$ cat config.mk
export PLATFORM = sky130hd
export DESIGN_NAME = draw_square
export DESIGN_NICKNAME = d
export VERILOG_FILES = /design/src/rtl/draw_square.sv
export SDC_FILE = /design/constraint.sdc
export NUM_CORES = 1
export LEC_CHECK = 0
export CAP_MARGIN = 10
export CELL_PAD_IN_SITES_DETAIL_PLACEMENT = 0
export CELL_PAD_IN_SITES_GLOBAL_PLACEMENT = 1
export CORE_UTILIZATION = 40
export CTS_CLUSTER_DIAMETER = 200
export CTS_CLUSTER_SIZE = 40
export DETAILED_ROUTE_END_ITERATION = 10
export PLACE_DENSITY_LB_ADDON = 0.12
export REMOVE_ABC_BUFFERS = 1
export SETUP_SLACK_MARGIN = 0.1
export SLEW_MARGIN = 15
export SYNTH_ARGS = -nofsm -noshare
export SYNTH_HDL_FRONTEND = slang
export SYNTH_SLANG_ARGS = --single-unit
$ cat constraint.sdc
create_clock -name clock -period 3.32 [get_ports clock]
set_input_delay 0.664 -clock clock [delete_from_list [all_inputs] [get_ports clock]]
set_output_delay 0.664 -clock clock [all_outputs]
set_load 0.05 [all_outputs]
$ cat src/rtl/draw_square.sv
// draw_square: on start, writes a SIZE x SIZE block of one colour to the VGA
// adapter one pixel per clock in row-major order, clipping pixels that fall
// off the visible screen, then pulses done for one cycle.
module draw_square #(
    parameter int unsigned SIZE     = 2,
    parameter int unsigned SCREEN_W = 160,
    parameter int unsigned SCREEN_H = 120
) (
    input  logic        clock,
    input  logic        reset,
    input  logic        start,
    input  logic [7:0]  x,
    input  logic [6:0]  y,
    input  logic [17:0] colour,
    output logic        busy,
    output logic        done,
    output logic [7:0]  vga_x,
    output logic [6:0]  vga_y,
    output logic [17:0] vga_colour,
    output logic        vga_write
);

    localparam int unsigned X_W   = 8;
    localparam int unsigned Y_W   = 7;
    localparam int unsigned C_W   = 18;
    localparam int unsigned CNT_W = 4;
    localparam int unsigned XS_W  = X_W + 1;
    localparam int unsigned YS_W  = Y_W + 1;

    typedef enum logic [1:0] {
        S_IDLE,
        S_DRAW,
        S_FLUSH,
        S_DONE
    } state_t;

    state_t           state_q, state_d;
    logic [CNT_W-1:0] cx_q, cx_d;
    logic [CNT_W-1:0] cy_q, cy_d;
    logic [X_W-1:0]   bx_q, bx_d;
    logic [Y_W-1:0]   by_q, by_d;
    logic [C_W-1:0]   bc_q, bc_d;
    logic             done_q, done_d;
    logic             write_q, write_d;
    logic [X_W-1:0]   vx_q, vx_d;
    logic [Y_W-1:0]   vy_q, vy_d;
    logic [C_W-1:0]   vc_q, vc_d;

    logic [XS_W-1:0]  x_sum_c;
    logic [YS_W-1:0]  y_sum_c;
    logic             clip_c;
    logic             last_col_c;
    logic             last_row_c;

    // Pixel address with one guard bit so edge wrap is caught by the clip test
    always_comb begin
        x_sum_c    = XS_W'(bx_q) + XS_W'(cx_q);
        y_sum_c    = YS_W'(by_q) + YS_W'(cy_q);
        clip_c     = (x_sum_c >= XS_W'(SCREEN_W)) || (y_sum_c >= YS_W'(SCREEN_H));
        last_col_c = (cx_q == CNT_W'(SIZE - 1));
        last_row_c = (cy_q == CNT_W'(SIZE - 1));
    end

    // State and datapath registers; reset aborts any square in progress
    always_ff @(posedge clock) begin
        if (reset) begin
            state_q <= S_IDLE;
            cx_q    <= '0;
            cy_q    <= '0;
            bx_q    <= '0;
            by_q    <= '0;
            bc_q    <= '0;
            done_q  <= 1'b0;
            write_q <= 1'b0;
            vx_q    <= '0;
            vy_q    <= '0;
            vc_q    <= '0;
        end else begin
            state_q <= state_d;
            cx_q    <= cx_d;
            cy_q    <= cy_d;
            bx_q    <= bx_d;
            by_q    <= by_d;
            bc_q    <= bc_d;
            done_q  <= done_d;
            write_q <= write_d;
            vx_q    <= vx_d;
            vy_q    <= vy_d;
            vc_q    <= vc_d;
        end
    end

    // Next-state and next-output logic
    always_comb begin
        state_d = state_q;
        cx_d    = cx_q;
        cy_d    = cy_q;
        bx_d    = bx_q;
        by_d    = by_q;
        bc_d    = bc_q;
        done_d  = 1'b0;
        write_d = 1'b0;
        vx_d    = vx_q;
        vy_d    = vy_q;
        vc_d    = vc_q;

        case (state_q)
            S_IDLE: begin
                if (start) begin
                    bx_d    = x;
                    by_d    = y;
                    bc_d    = colour;
                    cx_d    = '0;
                    cy_d    = '0;
                    state_d = S_DRAW;
                end
            end
            S_DRAW: begin
                vx_d    = x_sum_c[X_W-1:0];
                vy_d    = y_sum_c[Y_W-1:0];
                vc_d    = bc_q;
                write_d = ~clip_c;
                if (last_col_c) begin
                    cx_d = '0;
                    if (last_row_c) begin
                        cy_d    = '0;
                        state_d = S_FLUSH;
                    end else begin
                        cy_d = cy_q + CNT_W'(1);
                    end
                end else begin
                    cx_d = cx_q + CNT_W'(1);
                end
            end
            S_FLUSH: begin
                done_d  = 1'b1;
                state_d = S_DONE;
            end
            S_DONE: begin
                state_d = S_IDLE;
            end
            default: begin
                state_d = S_IDLE;
            end
        endcase
    end

    assign busy       = (state_q != S_IDLE);
    assign done       = done_q;
    assign vga_write  = write_q;
    assign vga_x      = vx_q;
    assign vga_y      = vy_q;
    assign vga_colour = vc_q;

endmodule

=== Yosys cells after proc, flatten, opt, wreduce, memory -nomap -nowiden ===
Cells that the tools add are included.

* Logic and storage cells: 47
* Output and inout port bits: 36
* Register bits after elaboration: 78
* Input bits: 36

* Order comparisons: 2
* Reductions and logical operators: 9
* Muxes and demuxes: 11
* Bitwise operators: 2
* Equality and inequality tests: 8
* Add/subtract/negate cells: 4

{| class="wikitable"
|+ Operators with widths
! operator !! number
|-
| $mux 4 || 4
|-
| $pmux 4 s2 || 2
|-
| $add 8x4->9 || 1
|-
| $ge 9x8->1 const B || 1
|-
| $add 4x1->4 const B || 2
|-
| $add 7x4->8 || 1
|-
| $eq 4x1->1 const B || 2
|-
| $ge 8x7->1 const B || 1
|-
| $pmux 2 s4 || 1
|-
| $mux 2 || 3
|-
| $ne 2x2->1 const B || 3
|-
| $reduce_and 3->1 || 2
|-
| $eq 2x2->1 const B || 2
|-
| $reduce_and 2->1 || 2
|-
| $reduce_bool 2->1 || 2
|-
| $eq 2x1->1 const B || 1
|-
| $logic_not 2->1 || 1
|-
| $not 1->1 || 2
|-
| $reduce_or 2->1 || 1
|-
| $logic_or 1x1->1 || 1
|-
| $mux 1 || 1
|}

=== Longest topological paths before layout ===
Gate-level depths: netlist of run 1.

* Depth after elaboration: 4
* Gate-level depth with buffers: 8
* Depth with buffers taken out: 8

=== Worst setup path after synthesis of run 1 ===
Ideal clock, no wire load.

* Path kind: register to register
* Start: reg cy_q[0]
* End: reg write_q (netlist: vga_write)
* Path buffers: 0
* Setup time: 0.116 ns
* Data arrival time: 1.756 ns
* Slack: 1.448 ns
* Required time: 3.204 ns
* Stages on the path, launching flop included: 8
* Period minus slack after synthesis: 1.872 ns
* Path through: dfxtp_1 > ha_1 > fa_1 > a21o_1 > a21oi_1 > xnor2_1 > nand3_1 > o211a_1

* Longest elaborated chain between the ends: 4

{| class="wikitable"
|+ Ends and longest elaborated chain
! item !! RTL line !! text
|-
| start: declaration || 39 || <nowiki>logic [CNT_W-1:0] cy_q, cy_d;</nowiki>
|-
| start signal: assignment || 81 || <nowiki>cy_q <= cy_d;</nowiki>
|-
| $add 7x4->8 || 58 || <nowiki>y_sum_c = YS_W'(by_q) + YS_W'(cy_q);</nowiki>
|-
| $ge 8x7->1 || 59 || <nowiki>clip_c = (x_sum_c >= XS_W'(SCREEN_W)) || (y_sum_c >= YS_W'(SCREEN_H));</nowiki>
|-
| $logic_or 1x1->1 || 59 ||
|-
| $not 1->1 || 122 || <nowiki>write_d = ~clip_c;</nowiki>
|-
| end signal: assignment || 86 || <nowiki>write_q <= write_d;</nowiki>
|-
| end: declaration || 44 || <nowiki>logic write_q, write_d;</nowiki>
|}

No other way between the ends.
A chain may end at the register's enable or synchronous reset.

=== Worst setup path in the final report of run 1 ===
* Start: reg state_q[0]
* End: out busy

* Longest elaborated chain between the ends: 1

{| class="wikitable"
|+ Ends and longest elaborated chain
! item !! RTL line !! text
|-
| start: declaration || 37 || <nowiki>state_t state_q, state_d;</nowiki>
|-
| start signal: assignment || 79 || <nowiki>state_q <= state_d;</nowiki>
|-
| $reduce_bool 2->1 || 148 || <nowiki>assign busy = (state_q != S_IDLE);</nowiki>
|-
| end: declaration || 15 || <nowiki>output logic busy,</nowiki>
|}

No other way between the ends.

==> flow_metrics.tcl, run 1 <==
set metrics [dict create \
    slowest_stage "clkdlybuf4s50_1" \
    leakagePower_nw 1.67 \
    ant_nets 0 \
    row_count 32 \
    ir_drop_mv 0.266 \
    grt_usage_pct 17.6 \
    grt_pass1_wl_mm 11.9 \
    rsz0062_at_grt "no" \
    diodes 0 \
    hpwl_mm 4.53 \
    setup_viol 0 \
    critPathMostFrequentCell "inv_1" \
    cts-root-buf "clkbuf_8" \
    clockBufferDepth 2 \
    synth_edf_count 0 \
    synth_area_leaders "dfxtp_1 47%, nand2_1 8.3%, mux2i_1 7.8%" \
    dominantRegCellSynth "dfxtp_1" \
    synth_top_cell_by_area "dfxtp_1" \
    cp_cell_sequence "inv_1 > ha_1 > inv_1 > clkdlybuf4s50_1" \
    synth_commonest_cells "78 x dfxtp_1, 73 x nand2_1, 48 x a21oi_1" \
    synth_async_sr_flop_share_pct 0 \
    clkTransAtPathRegs_ns 0.08 \
    slew_viol_final 0 \
    synth.top_cell.area_share_pct 47.1 \
    arrival_ns 1.91 \
    htree_levels 3 \
    drive_gt1_share_pct 5.56 \
    vias 2685 \
    timing.final.crit_share_pct 77.5 \
    slew_headroom_pct 48.0 \
    netlist_area_um2 3320 \
    drtIter0Drc 118 \
    cts_sinks 78 \
    firstDrtPassIters 4 \
    avgSynthCellArea_um2 8.73 \
    cts_setup_buffers 0 \
    port_buffers 71 \
    clk_latency_ns 0.34 \
    setup_tns_ns 0 \
    numCtsBuffers 9 \
    placed_cell_area_um2 4100 \
    maxCapViolations 0 \
    max_freq_mhz 389 \
    status "completed" \
    cp_slowest_stage_delay_ns 0.80 \
    path_class "flop to primary output" \
    wl_per_cell_um 12.9 \
    hp-class "flop to flop" \
    drc_errors 0 \
    via_per_inst 4.86 \
    overflow 0 \
    core-area_um2 7890 \
    nets 499 \
    yosys_warnings 0 \
    post_cts_resized 0 \
    cp-end-kind "primary output" \
    max_slew.worst_pin.slew_ns 0.773 \
    synthCells 380 \
    total_power_mw 3.26 \
    seq_area_frac_synth_pct 47.1 \
    die_w_um 93.0 \
    cts_tree "built" \
    postRouteWirelength_mm 7.11 \
    cts_hold_buf 0 \
    area_growth_pct 31.0 \
    ys_ff_latch 78 \
    antenna_found_initial 0 \
    start_util_pct 42.0 \
    grt_max_degree 76 \
    ys_types 40 \
    p_per_area_nw_per_um2 752 \
    die_h_um 93.0 \
    worstSetupStartpointType "flop" \
    stdcell_area_um2 4340 \
    path_max_fanout 4 \
    skew_ns 0.0109 \
    hold_viol 0 \
    gp_congestion 0.706 \
    crit_required_ns 2.66 \
    grt_pass1_vias 2527 \
    period_needed_ns 2.57 \
    die-area_um2 8660 \
    yosysMostFrequentCell "dfxtp_1" \
    io_pins 72 \
]
-- worst max-delay path: cells and delay by family (launching register included) --
| family | cells | cell delay [ns] |
|---|---|---|
| flip-flops | 1 | 0.34 |
| buffers and inverters | 3 | 0.99 |
| adder cells (fa/ha/maj) | 1 | 0.24 |
-- sequential cells by signal (all words and copies together) (netlist names) --
name        flops
state_q         2
bx_q            8
vga_write       1
cy_q            4
vga_x           8
vga_colour     18
by_q            7
cx_q            4
done            1
vga_y           7
bc_q           18
-- metrics by stage --
step / hold WS [ns] / std cells / setup WS (ns) / util (%)
after floorplan: 0.430 / 359 / 0.493 / -
after global placement: 0.442 / 536 / 1.08 / 52.0
after detailed placement: 0.448 / 536 / 1.07 / 52.0
after CTS: 0.459 / 552 / 0.734 / 55.1
after global routing: 0.476 / 552 / 0.599 / 55.1
final: 0.457 / 552 / 0.748 / 55.1
-- path summary, 6_finish.rpt --
check,cells past startpoint,startpoint,end,slack [ns]
setup / recovery,4,state_q[0],busy,0.75
hold / removal,2,bc_q[9],bc_q[9],0.46
setup reg to reg,6,state_q[1],cy_q[3],1.18
hold reg to reg,2,bc_q[9],bc_q[9],0.46
-- final cells by class --
type / count / area [µm²]
Fill cell: 753 / 3540
Sequential cell: 78 / 1560
Tap cell: 102 / 128
Clock inverter: 6 / 116
Inverter: 12 / 45.0
Clock buffer: 10 / 128
Multi-Input combinational cell: 269 / 1630
Timing Repair Buffer: 75 / 736
-- cell families after synthesis --
kind of cell	Yosys count	synth area share, %
compound gates	75	13.5
mux	26	7.85
buf+inv	33	3.85
xor+xnor	8	2.11
simple gates	142	18.3
fa+ha+maj	18	7.25
flops	78	47.1
-- power breakdown --
part	switching (mW)	internal (mW)
logic	0.764	0.445
clock network	0.349	0.507
registers	0.104	1.10
total	1.22	2.05
-- cells in the final DEF (no fill, tap or decap), drive strengths merged, types with 6 or more instances in the layout --
| master | count |
|---|---|
| inv | 14 |
| nor3 | 6 |
| o21ai | 6 |
| clkdlybuf4s50 | 70 |
| a211oi | 7 |
| nor2 | 41 |
| mux2i | 26 |
| ha | 16 |
| nand2 | 73 |
| a21oi | 48 |
| dfxtp | 78 |
| clkbuf | 10 |
-- per-layer routing --
layer | wire length (µm) | vias to the layer above | track usage [%]
li1 | - | 1407 | -
met3 | 382 | 8 | 4.63
met4 | 103 | 0 | 7.31
met1 | 3460 | 1206 | 23.7
met5 | 0 | - | 0
met2 | 3170 | 64 | 26.7
Note: power is estimated with default switching activity, not from simulation.
==> inputs of run 2 (changes only) <==
--- a/config.mk
+++ b/config.mk
@@ -8,7 +8,7 @@
 export CAP_MARGIN = 10
 export CELL_PAD_IN_SITES_DETAIL_PLACEMENT = 0
 export CELL_PAD_IN_SITES_GLOBAL_PLACEMENT = 1
-export CORE_UTILIZATION = 40
+export CORE_UTILIZATION = 34
 export CTS_CLUSTER_DIAMETER = 200
 export CTS_CLUSTER_SIZE = 40
 export DETAILED_ROUTE_END_ITERATION = 10
==> constraint.sdc (replaced) <==
create_clock -name clock -period 2.1 [get_ports clock]
set_input_delay 0.42 -clock clock [delete_from_list [all_inputs] [get_ports clock]]
set_output_delay 0.42 -clock clock [all_outputs]
set_load 0.05 [all_outputs]
==> run 2 against run 1 <==
Cell area increased by 1.9%. Die area increased by 17%. Via count increased by 1.6%. Hold slack about the same. Power increased by 54%. First-iteration DRC count decreased by 20%. Critical path depth decreased by 3. Utilization decreased by 7.6 points. Register-to-register slack got worse by 0.99 ns. Worst setup slack got worse by 0.58 ns. Largest power group unchanged. Clock power increased by 33%.
==> flow_metrics.tcl, run 2 (same netlist as run 1, synthesis figures left out) <==
set metrics [dict create \
    status "completed" \
    p_per_area_nw_per_um2 1140 \
    drc_errors 0 \
    grt_pass1_vias 2641 \
    io_pins 72 \
    clockBufferDepth 2 \
    die_w_um 101 \
    slew_headroom_pct 64.8 \
    hpwl_mm 4.93 \
    numCtsBuffers 9 \
    htree_levels 3 \
    drtIter0Drc 94 \
    cts-root-buf "clkbuf_8" \
    grt_pass1_wl_mm 12.5 \
    grt.busiest_layer "met2" \
    port_buffers 71 \
    worstSetupStartpointType "flop" \
    grt_use_met1_pct 20.7 \
    setup_viol 0 \
    max_freq_mhz 519 \
    hold_viol 0 \
    slew_viol_final 0 \
    cp-end-kind "primary output" \
    hp-class "flop to flop" \
    diodes 0 \
    timing.final.crit_share_pct 91.8 \
    cp_slowest_stage_delay_ns 0.81 \
    grt_use_met2_pct 24.9 \
    crit_required_ns 1.68 \
    ir_drop_mv 0.521 \
    use_met3_pct 4.30 \
    antenna_found_initial 0 \
    cp_cell_sequence "clkdlybuf4s50_1" \
    core-area_um2 9330 \
    fillCellCount 968 \
    cts_tree "built" \
    grt_usage_pct 15.9 \
    die_h_um 101 \
    regArea_um2 1570 \
    slowest_stage "clkdlybuf4s50_1" \
    layout_commonest_cell "dfxtp_1" \
    clk_latency_ns 0.34 \
    multi_input_area_um2 1670 \
    grt_max_degree 78 \
    postRouteWirelength_mm 7.58 \
    layout_common_cells "74 x dfxtp_1, 73 x nand2_1, 68 x clkdlybuf4s50_1" \
    row_count 35 \
    start_util_pct 35.5 \
    leakagePower_nw 1.71 \
    total_power_mw 5.03 \
    maxCapViolations 0 \
    max_slew.worst_pin.slew_ns 0.527 \
    die-area_um2 10200 \
    path_buf_inv 1 \
    cts_hold_buf 0 \
    cts_sinks 78 \
    gp_congestion 0.737 \
    holdWs_ns 0.458 \
    ant_nets 0 \
    firstDrtPassIters 4 \
    path_max_fanout 2 \
    area_growth_pct 33.5 \
    overflow 0 \
    wl_per_cell_um 13.0 \
    nets 503 \
    vias 2729 \
    rsz0062_at_grt "yes" \
    path_class "flop to primary output" \
    skew_ns 0.00999 \
    path_delay_family "buffers and inverters" \
    period_needed_ns 1.93 \
    clkTransAtPathRegs_ns 0.08 \
    arrival_ns 1.51 \
    via_per_inst 4.69 \
    drive_gt1_share_pct 9.27 \
]
[run 2: cell types whose count changed in the layout (fill, tap and decap cells not counted), moves of 2 or more]
cell | previous run | this run
buf_4 | 4 | 7
fa_1 | 2 | 0
dfxtp_2 | 0 | 4
clkinvlp_4 | 0 | 2
clkdlybuf4s50_1 | 70 | 68
bufinv_16 | 3 | 1
buf_12 | 0 | 2
dfxtp_1 | 78 | 74
fa_2 | 0 | 2
[run 2: power by group]
| part | total [mW] | switching (mW) | internal, mW |
|---|---|---|---|
| combinational | 2.00 | 1.24 | 0.759 |
| clock | 1.14 | 0.560 | 0.578 |
| sequential | 1.90 | 0.164 | 1.73 |
| total | 5.03 | 1.96 | 3.07 |
[run 2: path summary, 6_finish.rpt]
path                 start        end  slack [ns]  cells past startpoint
hold / removal    bc_q[17]   bc_q[17]        0.46                      2
setup reg to reg   cy_q[1]  vga_write        0.19                      6
hold reg to reg   bc_q[17]   bc_q[17]        0.46                      2
setup / recovery  vga_x[7]   vga_x[7]        0.17                      1
[run 2: timing repair]
item                                    4_1_cts  5_1_grt
resized for setup                             3       12
pin swaps                                     0        4
setup buffers                                 0        0
endpoints found under the setup margin        1        8
[run 2: cell type report]
class	instances	area share, %
Sequential cell	78	35.4
Clock buffer	10	3.11
Timing Repair Buffer	79	17.9
Clock inverter	5	1.33
Tap cell	129	3.65
Inverter	12	1.02
Multi-Input combinational cell	269	37.6
[run 2: metal layers]
metal / wire length, µm / share of wire [%] / up-vias
li1: - / - / 1421
met2: 3280 / 43 / 52
met4: 109 / 1.4 / 0
met1: 3840 / 51 / 1247
met3: 350 / 4.6 / 9
met5: 0 / 0 / -
[run 2: worst reg2reg max path: cells and delay by family, from the launching register on]
kind / cells / cell delay (ns)
AOI/OAI and AO/OA: 4 / 0.48
and+or+nand+nor: 1 / 0.68
DFF: 1 / 0.36
adders and majority gates: 1 / 0.28
[run 2: metrics by stage]
stage | setup TNS [ns] | setup slack, ns | std cells | instance area, µm² | utilization (%)
after floorplan | -5.72 | -0.727 | 359 | 3230 | -
after global placement | 0 | 0.118 | 567 | 4190 | 44.9
after detailed placement | 0 | 0.0870 | 567 | 4190 | 44.9
after CTS | 0 | 0.127 | 582 | 4390 | 47.1
after global routing | 0 | 0.0864 | 582 | 4430 | 47.5
final | 0 | 0.172 | 582 | 4430 | 47.5
==> inputs of run 3 (changes only) <==
--- a/config.mk
+++ b/config.mk
@@ -8,7 +8,7 @@
 export CAP_MARGIN = 10
 export CELL_PAD_IN_SITES_DETAIL_PLACEMENT = 0
 export CELL_PAD_IN_SITES_GLOBAL_PLACEMENT = 1
-export CORE_UTILIZATION = 34
+export CORE_UTILIZATION = 37
 export CTS_CLUSTER_DIAMETER = 200
 export CTS_CLUSTER_SIZE = 40
 export DETAILED_ROUTE_END_ITERATION = 10
==> constraint.sdc (replaced) <==
create_clock -name clock -period 1.9 [get_ports clock]
set_input_delay 0.38 -clock clock [delete_from_list [all_inputs] [get_ports clock]]
set_output_delay 0.38 -clock clock [all_outputs]
set_load 0.05 [all_outputs]
==> run 3 against run 2 <==
Critical path type is now flop to flop. Critical path depth increased by 6. Non-clock buffer count increased by 25. Routed wire length increased by 3.9%. Highest routed layer unchanged. Register-to-register slack got worse by 0.16 ns. Combinational power increased by 20%. Flip-flop and latch count unchanged. Critical endpoint is now cy_q[1]. Global-route usage increased by 1.2 points. Clock skew increased by 0.0017 ns. Clock power increased by 6%. Hold slack got worse by 0.0015 ns. Worst setup slack got worse by 0.14 ns.
==> flow_metrics.tcl, run 3 (same netlist as run 1, synthesis figures left out) <==
set metrics [dict create \
    vias 2870 \
    layout_common_cells "72 x nand2_1, 70 x dfxtp_1, 45 x a21oi_1" \
    wl_per_cell_um 13.4 \
    grt_use_met2_pct 28.1 \
    cts_tree "built" \
    drive_gt1_share_pct 19.0 \
    slew_headroom_pct 66.9 \
    grt_usage_pct 17.2 \
    start_util_pct 38.2 \
    maxCapViolations 0 \
    reg2reg_slack_ns 0.03 \
    worstSetupStartpointType "flop" \
    grt_max_degree 78 \
    layout_commonest_cell "nand2_1" \
    antenna_found_initial 0 \
    clk_latency_ns 0.34 \
    numCtsBuffers 9 \
    nets 528 \
    row_count 34 \
    die_w_um 96.7 \
    ir_drop_mv 0.534 \
    timing.final.crit_share_pct 98.3 \
    p_per_area_nw_per_um2 1240 \
    arrival_ns 2.13 \
    area_growth_pct 39.2 \
    max_slew.worst_pin.slew_ns 0.499 \
    diodes 0 \
    leakagePower_nw 1.95 \
    via_per_inst 4.89 \
    total_power_mw 5.70 \
    core-area_um2 8680 \
    clkTransAtPathRegs_ns 0.08 \
    status "completed" \
    fillCellCount 876 \
    io_pins 72 \
    grt_use_met1_pct 21.9 \
    grt_pass1_wl_mm 12.9 \
    gp_congestion 0.757 \
    hpwl_mm 5.07 \
    htree_levels 3 \
    cts-root-buf "clkbuf_8" \
    use_met3_pct 4.19 \
    max_freq_mhz 536 \
    period_needed_ns 1.87 \
    instances_no_fill 587 \
    slew_viol_final 0 \
    numPlacedInstances 563 \
    crit_required_ns 2.16 \
    regArea_um2 1570 \
    multi_input_area_um2 1740 \
    setup_viol 0 \
    cts_sinks 78 \
    ant_nets 0 \
    clockBufferDepth 2 \
    cp-end-kind "flop" \
    grt.busiest_layer "met2" \
    hold_viol 0 \
    path_max_fanout 5 \
    port_buffers 71 \
    overflow 0 \
    postRouteWirelength_mm 7.88 \
    skew_ns 0.0117 \
    rsz0062_at_grt "yes" \
    cts_hold_buf 0 \
    die-area_um2 9340 \
    die_h_um 96.7 \
    path_class "flop to flop" \
    hp-class "flop to flop" \
    firstDrtPassIters 6 \
    drc_errors 0 \
    drtIter0Drc 53 \
    grt_pass1_vias 2788 \
]
[run 3: changes by cell type in the layout (fill, tap and decap cells not counted), sizes merged]
cell and delta:
dlymetal6s2s -1, clkinv +4, clkdlybuf4s50 -34, dlygate4sd2 +24, clkinvlp -2, inv -1, buf +36
[run 3: worst paths after layout]
kind / end / depth (start not counted) / from
max: cy_q[1] / 7 / cx_q[1]
min: bc_q[17] / 2 / bc_q[17]
max reg2reg: cy_q[1] / 7 / cx_q[1]
min reg2reg: bc_q[17] / 2 / bc_q[17]
[run 3: cell type report]
type | count | area share [%]
multi-input combinational | 269 | 37.7
clock buffer | 10 | 2.76
sequential | 78 | 34.1
tap | 108 | 2.93
inverter | 12 | 0.976
clock inverter | 6 | 1.36
timing repair buffer | 104 | 20.2
[run 3: routing by layer]
| metal | up-vias | routed length [µm] |
|---|---|---|
| li1 | 1466 | - |
| met1 | 1346 | 3770 |
| met2 | 50 | 3670 |
| met3 | 8 | 347 |
| met4 | 0 | 97 |
| met5 | - | 0 |
[run 3: worst max-delay path, stage by stage (launching register included)]
cell	delay (ns)
dfxtp_2	0.33
inv_2	0.09
ha_4	0.13
or3b_4	0.39
a22o_4	0.25
buf_6	0.12
or3_1	0.37
a21oi_2	0.12
[run 3: stage by stage]
stage	util [%]	setup WS [ns]	TNS [ns]	hold slack [ns]	area (µm²)
finish	53.2	0.0331	0	0.456	4620
global route	53.2	-0.0508	-0.0853	0.476	4620
CTS	52.2	0.0522	0	0.458	4530
detailed placement	49.1	-0.107	-0.249	0.446	4260
global placement	49.1	-0.0139	-0.0139	0.442	4260
floorplan	-	-0.927	-14.12	0.430	3230
[run 3: power breakdown]
group / switching (mW) / internal (mW)
Sequential: 0.181 / 1.92
Combinational: 1.44 / 0.948
Clock: 0.608 / 0.606
[run 3: timing repair]
item                       4_1_cts  5_1_grt
resized for setup               45       17
setup endpoints to repair       33       12
buffers inserted                 6        3
pin swaps                       15       19
